--- src/rtl/noc_pkg.sv ---
// Shared definitions for the opsum collector slice: lane count and collector FSM states.
package noc_pkg;

    localparam int unsigned LANES = 4;

    typedef enum logic [1:0] {
        ST_IDLE    = 2'd0,
        ST_COLLECT = 2'd1,
        ST_FLUSH   = 2'd2,
        ST_DONE    = 2'd3
    } collector_state_t;

endpackage

--- src/rtl/gon_word_buffer.sv ---
// Single-entry output register towards the GON FIFO.
// A load always wins; a drain without a load empties the entry.
module gon_word_buffer #(
    parameter int unsigned WIDTH = 64
) (
    input  logic             clk,
    input  logic             reset,
    input  logic             load,
    input  logic [WIDTH-1:0] din,
    input  logic             fifo_full,
    output logic [WIDTH-1:0] dout,
    output logic             valid,
    output logic             we
);

    assign we = valid & ~fifo_full;

    // A load on the drain edge keeps valid high and replaces the data
    always_ff @(posedge clk or posedge reset) begin
        if (reset) begin
            valid <= 1'b0;
            dout  <= '0;
        end else if (load) begin
            valid <= 1'b1;
            dout  <= din;
        end else if (we) begin
            valid <= 1'b0;
        end
    end

endmodule

--- src/rtl/opsum_collector.sv ---
// Collects e*F psums from the PE array, packs them little-endian into GON FIFO words,
// zero-pads the final partial word and pulses done at the end of the pass.
module opsum_collector
    import noc_pkg::*;
#(
    parameter int unsigned IN_WIDTH  = 16,
    parameter int unsigned OUT_WIDTH = 64,
    parameter int unsigned e_WIDTH   = 8,
    parameter int unsigned F_WIDTH   = 6,
    parameter int unsigned CNT_WIDTH = e_WIDTH + F_WIDTH
) (
    input  logic                 clk,
    input  logic                 reset,
    input  logic                 start,
    output logic                 done,
    input  logic [e_WIDTH-1:0]   e,
    input  logic [F_WIDTH-1:0]   F,
    input  logic                 psum_valid,
    output logic                 psum_ready,
    input  logic [IN_WIDTH-1:0]  psum_in,
    input  logic                 gon_fifo_full,
    output logic                 we_to_gon_fifo,
    output logic [OUT_WIDTH-1:0] dout
);

    localparam int unsigned LANE_W = (LANES > 1) ? $clog2(LANES) : 1;

    collector_state_t       state;
    collector_state_t       state_next;
    logic                   done_next;

    logic [CNT_WIDTH-1:0]   total;
    logic [CNT_WIDTH-1:0]   psum_cnt;
    logic [CNT_WIDTH-1:0]   size_product;
    logic [LANE_W-1:0]      lane_cnt;
    logic [OUT_WIDTH-1:0]   asm_word;
    logic [OUT_WIDTH-1:0]   merged_word;

    logic                   out_valid;
    logic                   start_pass;
    logic                   lane_last;
    logic                   last_slot;
    logic                   completing_slot;
    logic                   accept;
    logic                   load_word;

    assign size_product    = CNT_WIDTH'(e) * CNT_WIDTH'(F);
    assign start_pass      = (state == ST_IDLE) & start;
    assign lane_last       = (lane_cnt == LANE_W'(LANES - 1));
    assign last_slot       = ((psum_cnt + CNT_WIDTH'(1)) == total);
    assign completing_slot = lane_last | last_slot;

    // Stall only the slot that would need to load an output register that cannot drain
    assign psum_ready = (state == ST_COLLECT) & ~(completing_slot & out_valid & gon_fifo_full);
    assign accept     = psum_valid & psum_ready;
    assign load_word  = accept & completing_slot;

    // Current assembly word with the incoming psum dropped into its lane
    always_comb begin
        merged_word = asm_word;
        for (int unsigned i = 0; i < LANES; i++) begin
            if (lane_cnt == LANE_W'(i)) begin
                merged_word[i*IN_WIDTH +: IN_WIDTH] = psum_in;
            end
        end
    end

    always_ff @(posedge clk or posedge reset) begin
        if (reset) begin
            state <= ST_IDLE;
        end else begin
            state <= state_next;
        end
    end

    always_comb begin
        state_next = state;
        done_next  = 1'b0;
        case (state)
            ST_IDLE: begin
                if (start) begin
                    state_next = (size_product == '0) ? ST_DONE : ST_COLLECT;
                end
            end
            ST_COLLECT: begin
                if (accept & last_slot) begin
                    state_next = ST_FLUSH;
                end
            end
            ST_FLUSH: begin
                if (!out_valid) begin
                    state_next = ST_DONE;
                end
            end
            ST_DONE: begin
                state_next = ST_IDLE;
            end
            default: begin
                state_next = ST_IDLE;
            end
        endcase
        done_next = (state_next == ST_DONE);
    end

    // Pass bookkeeping and word assembly; the assembly register empties whenever a word moves out
    always_ff @(posedge clk or posedge reset) begin
        if (reset) begin
            done     <= 1'b0;
            total    <= '0;
            psum_cnt <= '0;
            lane_cnt <= '0;
            asm_word <= '0;
        end else begin
            done <= done_next;
            if (start_pass) begin
                total    <= size_product;
                psum_cnt <= '0;
                lane_cnt <= '0;
                asm_word <= '0;
            end else if (accept) begin
                psum_cnt <= psum_cnt + CNT_WIDTH'(1);
                lane_cnt <= lane_last ? '0 : lane_cnt + LANE_W'(1);
                asm_word <= load_word ? '0 : merged_word;
            end
        end
    end

    gon_word_buffer #(
        .WIDTH (OUT_WIDTH)
    ) u_gon_word_buffer (
        .clk       (clk),
        .reset     (reset),
        .load      (load_word),
        .din       (merged_word),
        .fifo_full (gon_fifo_full),
        .dout      (dout),
        .valid     (out_valid),
        .we        (we_to_gon_fifo)
    );

endmodule

--- config.mk ---
export PLATFORM = sky130hd
export DESIGN_NAME = opsum_collector
export DESIGN_NICKNAME = d
export VERILOG_FILES = /design/src/rtl/noc_pkg.sv /design/src/rtl/gon_word_buffer.sv /design/src/rtl/opsum_collector.sv
export SDC_FILE = /design/constraint.sdc
export NUM_CORES = 1
export LEC_CHECK = 0
export BUFFER_PORTS_ARGS = -buffer_cell sky130_fd_sc_hd__clkbuf_2
export CORE_MARGIN = 3
export CORE_UTILIZATION = 45
export CTS_CLUSTER_SIZE = 8
export DETAILED_ROUTE_END_ITERATION = 12
export PLACE_DENSITY = 0.75
export SYNTH_ARGS = -nofsm -noshare
export SYNTH_HDL_FRONTEND = slang
export SYNTH_SLANG_ARGS = --single-unit
--- constraint.sdc ---
create_clock -name clk -period 4.66 [get_ports clk]
set_input_delay 0.233 -clock clk [delete_from_list [all_inputs] [get_ports clk]]
set_output_delay 0.233 -clock clk [all_outputs]
set_load 0.05 [all_outputs]
==> results of run 1 <==
[worst max-delay path, cell delays in order]
cell and delay [ns]:
sky130_fd_sc_hd__clkbuf_2 0.12, sky130_fd_sc_hd__and2_1 0.18, sky130_fd_sc_hd__fa_1 0.54, sky130_fd_sc_hd__inv_1 0.05, sky130_fd_sc_hd__fa_1 0.46, sky130_fd_sc_hd__fa_1 0.54
sky130_fd_sc_hd__inv_1 0.04, sky130_fd_sc_hd__ha_1 0.33, sky130_fd_sc_hd__a21o_1 0.18, sky130_fd_sc_hd__a211o_1 0.30, sky130_fd_sc_hd__a2111oi_0 0.60, sky130_fd_sc_hd__o31ai_1 0.16
sky130_fd_sc_hd__a21oi_1 0.19, sky130_fd_sc_hd__xor2_1 0.18, sky130_fd_sc_hd__nand4_1 0.13, sky130_fd_sc_hd__o21ai_0 0.10
[stage by stage]
step,cell area (sq um),hold WS (ns),utilization (%)
2_1_floorplan,8650,0.354,-
3_3_place_gp,9330,0.441,49.7
3_5_place_dp,9330,0.432,49.7
4_1_cts,9960,0.119,53.1
5_1_grt,9960,0.142,53.1
6_report,9960,0.141,53.1
[how the worst max path moves through the flow]
stage / from / end / slack [ns] / cells past startpoint
final: e[3] / done / 0.67 / 16
after global routing: F[2] / done / 0.38 / 16
after CTS: e[3] / done / 0.66 / 16
after detailed placement: e[3] / done / 0.22 / 16
after global placement: F[2] / state[1] / 0.33 / 16
after floorplan: reset / asm_word[0] / 0.05 / 1
[layer usage]
metal | GRT usage, % | part of all wire [%] | wire [microns]
met1 | 28.8 | 48 | 9300
met2 | 28.5 | 46 | 8830
met3 | 3.34 | 4.5 | 871
met4 | 4.17 | 1.1 | 213
met5 | 0 | 0 | 0
[final cells by class]
class                   count  area share, %
inverters                  44           1.71
clock buffers              17           4.27
clock inverters            15           1.93
well taps                 234           2.94
repair buffers            111           5.98
flip-flops and latches    162           40.7
multi-input cells         573           42.5
[flip-flops by register name, summed over array words and instances, names as in the netlist]
| name | count |
|---|---|
| u_gon_word_buffer.dout | 64 |
| lane_cnt | 2 |
| psum_cnt | 14 |
| u_gon_word_buffer.valid | 1 |
| state | 2 |
| done | 1 |
| total | 14 |
| asm_word | 64 |
[logic make-up after synthesis]
group / after synthesis / share of synthesized area [%]
buffers and inverters: 86 / 4.22
multiplexers: 72 / 8.39
XOR/XNOR: 23 / 2.33
flip-flops: 162 / 46.9
adder cells (fa/ha/maj): 52 / 9.69
AO/OA/AOI/OAI: 201 / 15.3
AND/OR/NAND/NOR: 225 / 13.2
[layout by cell type, fill, tap and decap left out, types with 5 or more instances in the layout]
cell                        instances
sky130_fd_sc_hd__a21oi_1           80
sky130_fd_sc_hd__buf_4              8
sky130_fd_sc_hd__nand4_1            8
sky130_fd_sc_hd__clkbuf_2         101
sky130_fd_sc_hd__a31oi_1           14
sky130_fd_sc_hd__ha_1              27
sky130_fd_sc_hd__clkbuf_16         17
sky130_fd_sc_hd__xor2_1            13
sky130_fd_sc_hd__and2_1            53
sky130_fd_sc_hd__nand3_1            6
sky130_fd_sc_hd__inv_1             42
sky130_fd_sc_hd__inv_6              5
sky130_fd_sc_hd__fa_1              25
sky130_fd_sc_hd__o21ai_0           29
sky130_fd_sc_hd__a22o_1            48
sky130_fd_sc_hd__xnor2_1           10
sky130_fd_sc_hd__dfrtp_1          162
sky130_fd_sc_hd__nand2_1           46
sky130_fd_sc_hd__nor2_1            76
sky130_fd_sc_hd__mux2i_1           68
[power by group]
group          total, mW  leakage [nW]  internal (mW)  switching (mW)
registers           2.32          2.06           1.93           0.385
logic               3.36          2.38           1.05            2.31
clock network       1.45         0.298          0.819           0.631
==> results, run 1 <==
- The summed negative setup slack over all endpoints is 0 ns.
- Counting every instance in the synthesized netlist gives approximately 820.
- The overall die height is between 100 and 150 microns.
- The path class of the lowest-slack min-delay path is primary input to flop.
- STA classifies the critical path startpoint as a primary input.
- The startpoint of the worst hold path is gon_fifo_full.
- Counting instances in the post-synthesis netlist gives the leading cell types as sky130_fd_sc_hd__dfrtp_1 (162), sky130_fd_sc_hd__a21oi_1 (80), sky130_fd_sc_hd__nor2_1 (76).
- The transition at the pin with the smallest max-transition slack is ~1.1 ns.
- The reported max-cap violation count is 0.
- The critical path in this run is classified as primary input to flop.
- The cell area power density is between 700 and 800 mW/mm^2.
- For this configuration, the core starts out at a cell density of 46.1%.
- The initial antenna violation count was 0.
- The floorplan has 50 rows.
- The startpoint of the worst register-to-register path is psum_cnt[2].
- Summed over all cells, the static leakage comes to around 4.7 nW.
- The number of stages on the worst hold path is 2.
- The highest fanout seen on the critical path is 6.
- Yosys instantiated no cell more often than sky130_fd_sc_hd__dfrtp_1.
- The TritonCTS clock tree is done.
- From left edge to right edge, the die measures roughly 140 microns.
- The average size of a mapped cell is ~11 sq um.
- For this run, the post-layout net count is between 900 and 1,000.
- Setup violations remaining at the end of the flow were counted as 0.
- The async set or reset register ratio after synthesis is 100%.
- The worst path in the final design needs a cycle of 3.99 ns, including I/O delays and setup.
- The run finished with clean final reports.
- The residual antenna-violating net count after detailed routing is 0.
- The clock tree synthesis step divided the H-tree into 4 levels.
- Derived from the worst setup path, the maximum achievable clock frequency is roughly 250 MHz.
- The main flop type after synthesis is sky130_fd_sc_hd__dfrtp_1.
- The last weighted congestion value of the routability-driven placer is 0.836.
- Once layout is complete, the cells apart from fillers number 1,156.
- Buffers added to address setup during post-CTS repair amount to 0.
- Setup repair after global routing left no endpoint under its margin.
- Clock latency on the worst-skew pair, taken at its later pin, is approximately 0.42 ns.
- After detailed routing, the number of remaining DRC violations is 0.
- Compared with the post-synthesis result, the final layout area differs by 15.2%.
- The hold path endpoint is u_gon_word_buffer.valid.
- STA puts the critical path data required time at ~5 ns.
- Counting the buffers created by CTS gives 17.
- Of the synthesized area, sequential elements account for between 40% and 50%.
- The worst register-to-register path has a depth of 9.
- The half-perimeter wire length of the detailed placement result is ~13 mm.
- The floorplan step defined a die boundary enclosing about 0.021 sq mm.
- The internal reg-to-reg setup slack is 1.11 ns.
- Of the cells placed in the final design, the portion with a size suffix greater than 1 is 17.7%.
- The sort of element at the end of the critical path is a flop.
- The clock transition at the registers of the reported paths is ~0.070 ns.
- Dividing the final minimum period by the clock period gives approximately 86%.
- The pin count of the biggest net entering global routing is just over 80.
- The routed layout has between 6,000 and 7,000 vias.
- The wire length of the first global-routing pass is between 30 and 40 mm.
- After layout, the worst setup slack is 0.667 ns.
- The layout has 1,638 filler cells.
- The pre-CTS worst setup slack is roughly 0.22 ns.
- Counting every sink on the clock net gives ~160.
- The I/O pin count is about 100.
- The area used by sequential logic in the layout is between 0.004 and 0.005 sq mm.
- The power consumption is around 7 mW.
- The number of endpoints with negative hold slack in the final report is 0.
- The number of pins exceeding their max-slew limit in the final report is 0.
- The routed length per placed instance is 16.6 microns.
- The first detailed-routing pass ran for 5 iterations.
- Yosys mapped a number of flops with a built-in enable equal to 0.
- The number of nets produced by synthesis is ~910.
- In this run the biggest area consumer among cell types represents a little under half of the synthesized area.
- After clock tree synthesis, the repair step resized 0 gates.
- The number of placed instances, taps included, is approximately 1,100.
- The overall overflow remaining after global route is 0.
- The synthesized area is between 0.008 and 0.009 sq mm.
- Yosys attributes the largest share of cell area to sky130_fd_sc_hd__dfrtp_1 (47%), sky130_fd_sc_hd__mux2i_1 (7.9%), sky130_fd_sc_hd__fa_1 (5.8%).
- For the worst setup path, the data arrival time is 4.33 ns.
- The number of hold buffers added after CTS was 1.
- The number of flip-flops and latches in the synthesized netlist is about 160.
- Clock skew on the completed layout was measured at between 0.01 and 0.015 ns.
- The endpoint of the worst-slack reg-to-reg timing path is u_gon_word_buffer.dout[37].
- sky130_fd_sc_hd__dfrtp_1 takes more of the synthesized area than any other cell.
- The number of antenna diodes in the final layout is 0.
- The via count of the first global-routing pass is 5,932.
- During synthesis, Yosys emitted a total of 0 warnings.
- The total global-route track usage is between 10% and 20%.
- In this run the tightest slew margin relative to its limit is between 20% and 30%.
- The via density per instance is approximately 5.5.
- After synthesis, the netlist uses 58 different library cells.
- The area taken by multi-input logic gates is between 0.004 and 0.005 sq mm.
- Summed over all layers, the routed wires come to around 19 mm.
- During placement, the flow inserted port buffers numbering 101.
- The worst-case vdd ir drop is approximately 0.40 mV.
- The maximum clock insertion buffer count is 2.
- The library cell used as clock root buffer is sky130_fd_sc_hd__clkbuf_16.
- The core region is roughly 0.019 sq mm.
- After the first detailed-routing iteration, the DRC count stood at 431.
No activity file was read; power rests on OpenSTA's default activity.
==> run 2: changes to the inputs <==
--- a/config.mk
+++ b/config.mk
@@ -11,6 +11,7 @@
 export CTS_CLUSTER_SIZE = 8
 export DETAILED_ROUTE_END_ITERATION = 12
 export PLACE_DENSITY = 0.75
+export REMOVE_ABC_BUFFERS = 1
 export SYNTH_ARGS = -nofsm -noshare
 export SYNTH_HDL_FRONTEND = slang
 export SYNTH_SLANG_ARGS = --single-unit
==> results, run 2 (synthesized netlist as in run 1, its figures left out) <==
- The H-tree level count came to 4 (unchanged).
- The horizontal die dimension is 145 microns (unchanged).
- The sort of element at the end of the critical path is a flop.
- The total global-route track usage came to 18.8% (-0.17 points).
- The overall die height came to 145 microns (unchanged).
- The checks that failed: hold timing.
- The leakage power summed over all cells is 4.72 nW (-0.43%).
- The clock transition at the registers of the reported paths is 0.06 ns (about the same).
- The count of input and output buffers came to 101 (unchanged).
- The total vias in the final route was 6,321 (-0.60%).
- The number of nets at the end of the flow is 995 (-0.10%).
- The data required time of the worst path was 5.00 ns (about the same).
- The last weighted congestion value of the routability-driven placer is 0.867 (+3.7%).
- The number of inserted diodes is 0 (unchanged).
- The share of the clock period used by the worst path after layout is 85.7% (about the same).
- The I/O pin count is 102 (unchanged).
- The residual antenna-violating net count after detailed routing is 0 (unchanged).
- The number of buffers inserted to repair setup after CTS is 0 (unchanged).
- The via density per instance is 5.48 (-0.34%).
- The initial antenna violation count is 0 (unchanged).
- The starting utilization of the core area is 46.1% (unchanged).
- The via count of the first global-routing pass was 6,123 (+3.2%).
- The number of iterations in the first detailed-routing pass is 5 (unchanged).
- The path class of the lowest-slack min-delay path is primary input to async pin.
- The fraction of layout instances using a drive strength above 1 is 17.5% (-0.16 points).
- The routing usage on met3 is 4.40% (+1.1 points).
- Among the stages of the critical path, the cell type that occurs most often is sky130_fd_sc_hd__fa_1.
- The wire length of the first global-routing pass came to 31.3 mm (-0.53%).
- The number of endpoints with negative hold slack in the final report was 12 (+12).
- For this design, the slowest cell found on the critical path is sky130_fd_sc_hd__a2111oi_0.
- The reported max-cap violation count is 0 (unchanged).
- The final wirelength is 19.0 mm (-1.0%).
- The insertion delay of the later-clocked pin in the worst-skew pair was 0.43 ns (about the same).
- The overall overflow remaining after global route came to 0 (unchanged).
- The met2 routing resource usage after global routing came to 29.8% (+1.3 points).
- The post-layout minimum cycle time came to 3.99 ns (+0.00120 ns).
- The number of sinks handled by clock tree synthesis is 162 (unchanged).
- The highest achievable clock rate was 250 MHz (about the same).
- The core occupancy in the finished layout is 52.8% (-0.27 points).
- The pre-CTS worst setup slack is 0.257 ns (+0.0324 ns).
- The combined buffer and inverter count along the critical path is 3 (unchanged).
- The final setup violation count was 0 (unchanged).
- The die outline area was 0.0209 sq mm (unchanged).
- The fraction of met1 tracks used by global routing is 26.7% (-2.1 points).
- The peak-usage layer in the global routing report is met2.
- The largest registers in the layout are asm_word (64), u_gon_word_buffer.dout (64).
- The pin count of the biggest net entering global routing was 96 (+17%).
- The start-to-end type of the worst setup path is primary input to flop.
- The data arrival time of the worst path is 4.34 ns (about the same).
- The cell area power density is 713 mW/mm^2 (-0.37%).
- The half-perimeter wire length of the detailed placement result is 13.0 mm (-3.2%).
- The worst setup path is launched from a primary input.
- The maximum clock insertion buffer count is 2 (unchanged).
- The TritonCTS clock tree is done.
- The number of gates resized after CTS was 0 (unchanged).
- The cell sitting at the root of the clock tree is a sky130_fd_sc_hd__clkbuf_16.
- The row count was 50 (unchanged).
- The transition at the pin with the smallest max-transition slack is 0.996 ns (-0.101 ns).
- The flow ran to the end, but the final reports show violations.
- The power consumption is 7.06 mW (-0.89%).
- The count of routing violations after the opening detailed-route iteration is 362 (-16%).
- Traced cell by cell, the critical path runs through clkbuf_2 > and2_1 > fa_1 > inv_1 > fa_1 > fa_1 > inv_1 > ha_1 > a21o_1 > a211o_1 > a2111oi_0 > o31ai_1 > a21oi_1 > xor2_1 > nand4_1 > o21ai_0.
- The worst setup margin is 0.666 ns (-0.00120 ns).
- The final-layout worst hold slack is -0.0183 ns (-0.159 ns).
- The highest fanout seen on the critical path is 6 (unchanged).
- The worst-case clock skew is 0.0121 ns (-0.00273 ns).
- The worst-case vdd ir drop is 0.359 mV (-11%).
- The number of pins exceeding their max-slew limit in the final report is 0 (unchanged).
- The max-slew headroom at the worst pin is 33.6% (+6.8 points).
- Setup repair after global routing left no endpoint under its margin.
- The DRC violation count after routing is 0 (unchanged).
- The placeable core area came to 0.0188 sq mm (unchanged).
- Grouping stages by cell kind, the critical path spends the most delay in adder cells.
- In the layout the commonest cells are sky130_fd_sc_hd__dfrtp_1 (162), sky130_fd_sc_hd__clkbuf_2 (101), sky130_fd_sc_hd__a21oi_1 (80), sky130_fd_sc_hd__nor2_1 (76), sky130_fd_sc_hd__mux2i_1 (68).
- The internal reg-to-reg setup slack came to 1.04 ns (-0.07 ns).
- The routed length per placed instance is 16.5 microns (-0.76%).
- The library cell used most frequently in the layout, excluding fill and tap cells, is sky130_fd_sc_hd__dfrtp_1.
- The delay of the slowest cell on the worst path was 0.59 ns (about the same).
- The TritonCTS buffer count came to 17 (unchanged).
- The summed negative setup slack over all endpoints is 0 ns (unchanged).
- The area overhead of the layout relative to synthesis is 14.6%.
- The number of hold-repair buffers added at the cts stage is 0 (-1).
[run 2: cell types whose count changed in the layout (fill, tap and decap cells not counted), sizes merged]
cell | previous run | this run
dlygate4sd3 | 1 | 0
bufinv | 2 | 1
inv | 52 | 47
clkbuf | 118 | 122
[run 2: metal layers]
layer / vias up / share of wire [%]
met3: 14 / 4.9
met2: 152 / 48
met1: 3109 / 46
li1: 3046 / -
met4: 0 / 0.71
met5: - / 0
[run 2: area by class of cell]
cell class                      count  area (sq um)
Timing Repair Buffer              110           586
Clock buffer                       21           480
Multi-Input combinational cell    573          4230
Clock inverter                      9          96.3
Inverter                           44           170
Tap cell                          234           293
Fill cell                        1679          8860
Sequential cell                   162          4050
[run 2: worst register-to-register path, stage by stage (launching register included)]
cell	delay, ns
sky130_fd_sc_hd__dfrtp_1	0.46
sky130_fd_sc_hd__ha_1	0.38
sky130_fd_sc_hd__and3_1	0.28
sky130_fd_sc_hd__and4_1	0.22
sky130_fd_sc_hd__nor4_1	0.25
sky130_fd_sc_hd__o22ai_1	0.19
sky130_fd_sc_hd__o41ai_4	0.52
sky130_fd_sc_hd__or2_1	0.37
sky130_fd_sc_hd__nand2_1	0.47
sky130_fd_sc_hd__and2_1	0.35
[run 2: power breakdown]
group | switching (mW) | leakage, nW | internal, mW | total, mW
sequential | 0.378 | 2.06 | 1.93 | 2.31
combinational | 2.35 | 2.38 | 1.04 | 3.39
clock | 0.567 | 0.280 | 0.794 | 1.36
[run 2: worst paths after layout]
check / end / from / depth (start not counted)
worst max-delay path: done / e[3] / 16
worst min-delay path: psum_cnt[0] / reset / 2
worst max register to register: asm_word[53] / psum_cnt[0] / 9
worst min register to register: asm_word[49] / asm_word[49] / 1
max in group asynchronous: u_gon_word_buffer.valid / reset / 3
min in group clk: u_gon_word_buffer.valid / gon_fifo_full / 2
[run 2: per-stage QoR]
| step | cell area (sq um) | cells |
|---|---|---|
| after floorplan | 8450 | 779 |
| after global placement | 9330 | 1123 |
| after detailed placement | 9330 | 1123 |
| after CTS | 9910 | 1153 |
| after global routing | 9910 | 1153 |
| final | 9910 | 1153 |
